## src/rtl/iter_div_resp_if.sv

```systemverilog
// Operand/result stream bundle between the execute stage (master) and an iterative divider (slave).
interface iter_div_resp_if #(
    parameter int DATA_W = 32
);
    logic                  s_axis_divisor_tvalid;
    logic                  s_axis_divisor_tready;
    logic [DATA_W-1:0]     s_axis_divisor_tdata;
    logic                  s_axis_dividend_tvalid;
    logic                  s_axis_dividend_tready;
    logic [DATA_W-1:0]     s_axis_dividend_tdata;
    logic                  m_axis_dout_tvalid;
    logic [2*DATA_W-1:0]   m_axis_dout_tdata;

    modport master (
        output s_axis_divisor_tvalid,
        input  s_axis_divisor_tready,
        output s_axis_divisor_tdata,
        output s_axis_dividend_tvalid,
        input  s_axis_dividend_tready,
        output s_axis_dividend_tdata,
        input  m_axis_dout_tvalid,
        input  m_axis_dout_tdata
    );

    modport slave (
        input  s_axis_divisor_tvalid,
        output s_axis_divisor_tready,
        input  s_axis_divisor_tdata,
        input  s_axis_dividend_tvalid,
        output s_axis_dividend_tready,
        input  s_axis_dividend_tdata,
        output m_axis_dout_tvalid,
        output m_axis_dout_tdata
    );
endinterface

```

## src/rtl/iter_div_resp.sv

```systemverilog
// Iterative radix-2 restoring divider: one operand pair in, DATA_W iterations on magnitudes,
// sign fix-up, then a one-cycle {quotient, remainder} pulse.
module iter_div_resp #(
    parameter int SIGNED = 1,
    parameter int DATA_W = 32
) (
    input  logic           clk,
    input  logic           resetn,
    iter_div_resp_if.slave bus
);
    localparam int CNT_W = (DATA_W > 1) ? $clog2(DATA_W) : 1;

    typedef enum logic [1:0] {IDLE, CALC, FIX, DONE} state_t;

    state_t              state_q, state_d;
    logic [CNT_W-1:0]    cnt_q, cnt_d;
    logic [DATA_W-1:0]   dvd_q, dvd_d;
    logic [DATA_W-1:0]   dvs_q, dvs_d;
    logic [DATA_W-1:0]   rem_q, rem_d;
    logic                negQ_q, negQ_d;
    logic                negR_q, negR_d;
    logic [2*DATA_W-1:0] dout_q, dout_d;

    logic                accept;
    logic                divisorZero;
    logic                dvdNeg;
    logic                dvsNeg;
    logic [DATA_W:0]     shifted;
    logic [DATA_W-1:0]   diff;
    logic                fits;

    assign accept      = (state_q == IDLE) && bus.s_axis_divisor_tvalid && bus.s_axis_dividend_tvalid;
    assign divisorZero = (bus.s_axis_divisor_tdata == '0);
    // A zero divisor skips magnitude conversion so the raw dividend falls out as the remainder.
    assign dvdNeg      = (SIGNED != 0) && !divisorZero && bus.s_axis_dividend_tdata[DATA_W-1];
    assign dvsNeg      = (SIGNED != 0) && !divisorZero && bus.s_axis_divisor_tdata[DATA_W-1];

    // dvd_q shifts dividend bits out at the top and quotient bits in at the bottom.
    assign shifted = {rem_q, dvd_q[DATA_W-1]};
    assign fits    = (shifted >= {1'b0, dvs_q});
    assign diff    = shifted[DATA_W-1:0] - dvs_q;

    always_ff @(posedge clk or negedge resetn) begin
        if (!resetn) begin
            state_q <= IDLE;
            cnt_q   <= '0;
            dvd_q   <= '0;
            dvs_q   <= '0;
            rem_q   <= '0;
            negQ_q  <= 1'b0;
            negR_q  <= 1'b0;
            dout_q  <= '0;
        end else begin
            state_q <= state_d;
            cnt_q   <= cnt_d;
            dvd_q   <= dvd_d;
            dvs_q   <= dvs_d;
            rem_q   <= rem_d;
            negQ_q  <= negQ_d;
            negR_q  <= negR_d;
            dout_q  <= dout_d;
        end
    end

    always_comb begin
        state_d = state_q;
        cnt_d   = cnt_q;
        dvd_d   = dvd_q;
        dvs_d   = dvs_q;
        rem_d   = rem_q;
        negQ_d  = negQ_q;
        negR_d  = negR_q;
        dout_d  = dout_q;
        case (state_q)
            IDLE: begin
                if (accept) begin
                    state_d = CALC;
                    dvd_d   = dvdNeg ? -bus.s_axis_dividend_tdata : bus.s_axis_dividend_tdata;
                    dvs_d   = dvsNeg ? -bus.s_axis_divisor_tdata : bus.s_axis_divisor_tdata;
                    rem_d   = '0;
                    cnt_d   = CNT_W'(DATA_W - 1);
                    negQ_d  = dvdNeg ^ dvsNeg;
                    negR_d  = dvdNeg;
                end
            end
            CALC: begin
                rem_d = fits ? diff : shifted[DATA_W-1:0];
                dvd_d = {dvd_q[DATA_W-2:0], fits};
                cnt_d = cnt_q - CNT_W'(1);
                if (cnt_q == '0) begin
                    state_d = FIX;
                end
            end
            FIX: begin
                dout_d  = {(negQ_q ? -dvd_q : dvd_q), (negR_q ? -rem_q : rem_q)};
                state_d = DONE;
            end
            DONE: begin
                state_d = IDLE;
            end
            default: begin
                state_d = IDLE;
            end
        endcase
    end

    assign bus.s_axis_divisor_tready  = (state_q == IDLE);
    assign bus.s_axis_dividend_tready = (state_q == IDLE);
    assign bus.m_axis_dout_tvalid     = (state_q == DONE);
    assign bus.m_axis_dout_tdata      = dout_q;
endmodule
```

## src/flat_wrapper.sv

```systemverilog
// flat-port wrapper written by rule: the top's interface ports become plain ports
module iter_div_resp_flat 
#(
    parameter int SIGNED = 1,
    parameter int DATA_W = 32
)
  (clk, resetn, bus_s_axis_divisor_tvalid, bus_s_axis_divisor_tready, bus_s_axis_divisor_tdata, bus_s_axis_dividend_tvalid, bus_s_axis_dividend_tready, bus_s_axis_dividend_tdata, bus_m_axis_dout_tvalid, bus_m_axis_dout_tdata);
  iter_div_resp_if #(.DATA_W(DATA_W)) bus_i ();
  input  logic clk;
  input  logic resetn;
  input wire logic [$bits(bus_i.s_axis_divisor_tvalid)-1:0] bus_s_axis_divisor_tvalid;
  output wire logic [$bits(bus_i.s_axis_divisor_tready)-1:0] bus_s_axis_divisor_tready;
  input wire logic [$bits(bus_i.s_axis_divisor_tdata)-1:0] bus_s_axis_divisor_tdata;
  input wire logic [$bits(bus_i.s_axis_dividend_tvalid)-1:0] bus_s_axis_dividend_tvalid;
  output wire logic [$bits(bus_i.s_axis_dividend_tready)-1:0] bus_s_axis_dividend_tready;
  input wire logic [$bits(bus_i.s_axis_dividend_tdata)-1:0] bus_s_axis_dividend_tdata;
  output wire logic [$bits(bus_i.m_axis_dout_tvalid)-1:0] bus_m_axis_dout_tvalid;
  output wire logic [$bits(bus_i.m_axis_dout_tdata)-1:0] bus_m_axis_dout_tdata;
  assign bus_i.s_axis_divisor_tvalid = bus_s_axis_divisor_tvalid;
  assign bus_s_axis_divisor_tready = bus_i.s_axis_divisor_tready;
  assign bus_i.s_axis_divisor_tdata = bus_s_axis_divisor_tdata;
  assign bus_i.s_axis_dividend_tvalid = bus_s_axis_dividend_tvalid;
  assign bus_s_axis_dividend_tready = bus_i.s_axis_dividend_tready;
  assign bus_i.s_axis_dividend_tdata = bus_s_axis_dividend_tdata;
  assign bus_m_axis_dout_tvalid = bus_i.m_axis_dout_tvalid;
  assign bus_m_axis_dout_tdata = bus_i.m_axis_dout_tdata;
  iter_div_resp #(.SIGNED(SIGNED), .DATA_W(DATA_W)) u_core (.clk(clk), .resetn(resetn), .bus(bus_i));
endmodule
```

## config.mk

```make
export PLATFORM = sky130hd
export DESIGN_NAME = iter_div_resp_flat
export DESIGN_NICKNAME = d
export VERILOG_FILES = /design/src/rtl/iter_div_resp_if.sv /design/src/rtl/iter_div_resp.sv /design/src/flat_wrapper.sv
export SDC_FILE = /design/constraint.sdc
export NUM_CORES = 1
export LEC_CHECK = 0
export ABC_CLOCK_PERIOD_IN_PS = 5890
export BUFFER_PORTS_ARGS = -buffer_cell sky130_fd_sc_hd__clkbuf_2
export CAP_MARGIN = 20
export CORE_UTILIZATION = 64
export DETAILED_ROUTE_END_ITERATION = 16
export MAX_ROUTING_LAYER = met4
export PLACE_DENSITY_LB_ADDON = 0.1
export SLEW_MARGIN = 20
export SYNTH_ARGS = -nofsm -noshare
export SYNTH_HDL_FRONTEND = slang
export SYNTH_SLANG_ARGS = --single-unit
```

## constraint.sdc

```tcl
create_clock -name clk -period 5.89 [get_ports clk]
set_input_delay 0.2945 -clock clk [delete_from_list [all_inputs] [get_ports clk]]
set_output_delay 0.2945 -clock clk [all_outputs]
set_load 0.02 [all_outputs]
```

* After elaboration in Yosys (flattened, before gate mapping) *
Cells that the tools add are included.

storage, ports and cells
  output and inout port bits = 67
  logic and storage cells = 47
  register bits after elaboration = 169

cells by class
  mux-type cells = 14
  bitwise gates (word level) = 1
  $lt $le $gt $ge = 1
  equal/unequal tests = 5
  add/sub/neg operators = 6
  reduce and logical (&&, ||, !) cells = 12

operators by type and width
  cell                                                                   number
  32-bit 2-to-1 mux                                                      7
  32-bit negation                                                        4
  32-bit one-hot mux with 2 select lines                                 2
  33-bit by 32-bit greater-or-equal comparator with 1-bit output         1
  32-bit zero test                                                       1
  32-bit subtractor                                                      1
  5-bit one-hot mux with 2 select lines                                  1
  2-bit one-hot mux with 4 select lines                                  1
  2-bit AND reduction                                                    3
  5-bit zero test                                                        1
  5-bit 2-to-1 mux                                                       1
  5-bit by 1-bit subtractor with 5-bit output, second input constant     1
  2-bit equality test, second input constant                             2
  1-bit logical AND                                                      4
  2-bit 2-to-1 mux                                                       2
  2-bit by 1-bit != test with 1-bit output, second input constant        2
  2-bit by 1-bit equality test with 1-bit output, second input constant  1
  2-bit zero test                                                        1
  2-bit nonzero test                                                     1
  1-bit zero test                                                        1
  1-bit XOR                                                              1

* Longest topological paths before layout *
  word-level depth = 6
  depth in mapped cells = 12

* Worst setup path before layout *
Ideal clock, no wire load.

  path kind = register to register
  from = reg u_core.rem_q[0]
  to = reg u_core.rem_q[8]
  arrival time = 2864 ps
  path buffers = 1
  setup slack = 2892 ps
  cell stages (with the launch flop) = 11
  cells stage by stage = dfrtp_1 -> ha_1 -> nor2b_1 -> o31ai_1 -> nand2_1 -> a31oi_1 -> o311ai_1 -> a31oi_1 -> buf_2 -> mux2i_1 -> o21ai_0

between the ends
  cells in the longest elaborated chain, start to end = 3
  elaborated cells between the ends (all ways) = 4

RTL lines
  item                                                                                                        line                                      RTL
  from (decl)                                                                                                 iter_div_resp.sv:19                       logic [DATA_W-1:0] rem_q, rem_d;
  from (signal assigned)                                                                                      iter_div_resp.sv:58                       rem_q <= rem_d;
  32-bit subtractor / 33-bit by 32-bit greater-or-equal comparator with 1-bit output (equally long branches)  iter_div_resp.sv:41, iter_div_resp.sv:40
  32-bit 2-to-1 mux (*)                                                                                       iter_div_resp.sv:87                       rem_d = fits ? diff : shifted[DATA_W-1:0];
  32-bit one-hot mux with 2 select lines (*)                                                                  iter_div_resp.sv:74                       case (state_q)

Every way passes the cells marked *; elsewhere a longest branch is shown, timed or not.
A chain may end at the register's enable or synchronous reset.

* Worst setup path in the final report *
  from = reg u_core.rem_q[0]
  to = reg u_core.dvd_q[0]

between the ends
  cells in the longest elaborated chain, start to end = 2

RTL lines
  item                                                            line                 RTL
  33-bit by 32-bit greater-or-equal comparator with 1-bit output  iter_div_resp.sv:40  assign fits = (shifted >= {1'b0, dvs_q});
  32-bit one-hot mux with 2 select lines                          iter_div_resp.sv:74
  to (signal assigned)                                            iter_div_resp.sv:56  dvd_q <= dvd_d;
  to (decl)                                                       iter_div_resp.sv:17  logic [DATA_W-1:0] dvd_q, dvd_d;

Every way passes these cells.

==> impl_metrics.py <==
metrics = {
    "worst_setup_path": {
        "crit_path_start": "u_core.rem_q[0]",
        "r2r_slack_ns": 1.89,
        "r2r_start": "u_core.rem_q[0]",
        "arrival_ns": 4.27,
        "crit_fanout": 20,
        "r2r_end": "u_core.dvd_q[0]",
        "r2r_cells": 10,
        "worstSetupPathType": "reg -> reg",
        "cp-start-kind": "register",
        "crit_path_end_kind": "register",
        "cp.required_ns": 6.16,
    },
    "cells_and_area": {
        "instances_no_fill": 1568,
        "fin_nets": 1446,
        "mostFrequentLayoutCell": "dfrtp_1",
        "layout-drive-gt1-share": 0.149,
        "layout_common_cells": "dfrtp_1, o21ai_0, clkbuf_2",
        "syn_to_final_growth_pct": 12.9,
        "fillCellCount": 1320,
        "diodes": 0,
    },
    "timing": {
        "post-route-period-util": 0.678,
        "fin_worst_skew_ns": 0.0109,
        "rsz0062_at_grt": "no",
        "min_period_ns": 4.00,
        "worst_hold_slack_ns": -0.0202,
        "tightestPinTransition_ns": 0.988,
        "finalHoldViolations": 25,
        "slew_viol_final": 0,
        "relSlewSlack": 0.342,
        "setup_viol": 0,
        "tns_ns": 0,
        "fmax_mhz": 250,
    },
    "yosys": {
        "yosys_warnings": 0,
        "synth-main-ff-cell": "dfrtp_1",
        "mappedNetlistNets": 1351,
        "synth.ff_latch_count": 169,
        "synthArstFlopShare": 1.00,
        "synth_edf_count": 0,
        "syn_area_um2": 10900,
        "synth_cells": 1240,
        "syn_area_per_cell_um2": 8.76,
        "synth_cell_types": 66,
        "synth-seq-area-share": 0.389,
    },
    "drt": {
        "drc": 0,
        "drt_pass1_iterations": 5,
        "drt-vias-per-instance": 6.08,
        "wl_mm": 27.2,
        "vias": 9527,
        "avgRoutedWirePerCell_um": 17.4,
        "drt-initial-drc-count": 763,
        "antenna_left": 0,
    },
    "cts": {
        "clock_path_buffers": 2,
        "cts_hold_buf": 0,
        "cts_buffers": 17,
        "cts.repair.resized": 0,
        "clkLatencyLatePin_ns": 0.44,
        "htreeDepth": 4,
        "clock-sinks": 169,
        "cts.clk_slew.worst_paths_ns": 0.07,
        "postCtsSetupBuffers": 0,
        "cts_tree": "yes",
        "clock-root-buffer": "clkbuf_16",
    },
    "min_path": {
        "hp-class": "in -> async",
    },
    "floorplan": {
        "die_y_um": 132,
        "core_region_area_um2": 16600,
        "dieWidth_um": 132,
        "io_pins": 135,
        "rows": 47,
        "initial_core_util": 0.655,
        "die_area_um2": 17500,
    },
    "global_route": {
        "antenna_found_initial": 0,
        "grt_pass1_vias": 8605,
        "grt_max_degree": 111,
        "track_usage": 0.336,
        "grt_pass1_wl_mm": 44.9,
        "gr-total-overflow": 0,
    },
    "placed_design": {
        "dp_hpwl_mm": 20.3,
        "place.gp.congestion": 0.960,
        "numPortBuffers": 134,
        "dp.cells": 1536,
    },
    "run_status": {
        "violations": "negative hold slack",
        "outcome": "finished with violations",
    },
    "power_and_ir_drop": {
        "p_per_area_nw_per_um2": 657,
        "ir_drop_uv": 320,
        "p_leak_nw": 5.59,
    },
    "flow_run": {
        "cap_violations": 0,
    },
}
## power by group
| part | internal (mW) | total, mW | switching, mW |
|---|---|---|---|
| clock | 0.645 | 1.14 | 0.495 |
| sequential | 1.70 | 2.30 | 0.603 |
| combinational | 1.78 | 4.61 | 2.83 |
| total | 4.13 | 8.06 | 3.93 |
## worst max path at each step
stage / end / cells after the start / slack [ns]
floorplan: u_core.rem_q[8] / 10 / 2.89
CTS: u_core.dvd_q[0] / 10 / 1.94
global placement: u_core.dvd_q[0] / 10 / 2.10
global route: u_core.dvd_q[0] / 10 / 1.55
finish: u_core.dvd_q[0] / 10 / 1.89
detailed placement: u_core.dvd_q[0] / 10 / 1.97
## layer usage
layer | vias to the layer above | global-route usage | wire length [um] | part of all wire
met5 | - | - | 0 | 0
met1 | 4502 | 0.517 | 13500 | 0.50
met3 | 26 | 0.0796 | 2370 | 0.087
met4 | 0 | 0.0728 | 304 | 0.011
met2 | 345 | 0.442 | 11000 | 0.41
li1 | 4654 | - | - | -
## cells in the mapped netlist, types with 18 or more instances
cell | instances | area (um^2)
dfrtp_1 | 169 | 4230
o21ai_0 | 136 | 681
nand2_1 | 112 | 420
xor2_1 | 109 | 955
a21oi_1 | 106 | 531
nor2_1 | 101 | 379
clkbuf_1 | 59 | 221
inv_1 | 57 | 214
ha_1 | 42 | 526
xnor2_1 | 37 | 324
o31ai_1 | 30 | 225
a22oi_1 | 28 | 210
o41ai_1 | 22 | 193
mux2i_1 | 21 | 210
nand3_1 | 18 | 90.1
## stage by stage
step	setup WS, ns	cell area, um^2	util	total power [mW]
5_1_grt	1.55	12300	0.740	8.68
6_report	1.89	12300	0.740	8.06
2_1_floorplan	2.89	10900	-	5.54
3_5_place_dp	1.97	11700	0.703	6.82
3_3_place_gp	2.10	11700	0.703	6.73
4_1_cts	1.94	12300	0.740	8.00
## registers in the layout, summed over array words and instances (netlist names)
| name | count |
|---|---|
| u_core.dvs_q | 32 |
| u_core.cnt_q | 5 |
| u_core.negR_q | 1 |
| u_core.dvd_q | 32 |
| u_core.rem_q | 32 |
| u_core.state_q | 2 |
| u_core.bus.m_axis_dout_tdata | 64 |
| u_core.negQ_q | 1 |
## critical path, cell delays in order (launching register included)
cell and delay [ns]:
dfrtp_1 0.49, ha_1 0.34, nor2b_1 0.15, o31ai_1 0.30
nand2_1 0.17, a31oi_1 0.36, o311ai_1 0.31, a31oi_4 0.73
buf_4 0.38, nand2b_1 0.40, o221ai_1 0.19
## cell type report
cell class | instances | area (um^2) | share of cell area
Clock inverter | 14 | 166 | 0.0136
Timing Repair Buffer | 142 | 737 | 0.0601
Tap cell | 220 | 275 | 0.0224
Inverter | 57 | 214 | 0.0174
Multi-Input combinational cell | 948 | 6210 | 0.506
Clock buffer | 18 | 439 | 0.0358
Sequential cell | 169 | 4230 | 0.345
## logic make-up after synthesis
logic type / Yosys count / synth area share
xor gates and xnor gates: 146 / 0.118
muxes: 30 / 0.0287
and+or+nand+nor: 329 / 0.141
DFF: 169 / 0.389
adders and majority gates: 43 / 0.0502
AOI/OAI and AO/OA: 400 / 0.229
buffers and inverters: 123 / 0.0446
No activity file was read; power rests on OpenSTA's default activity.
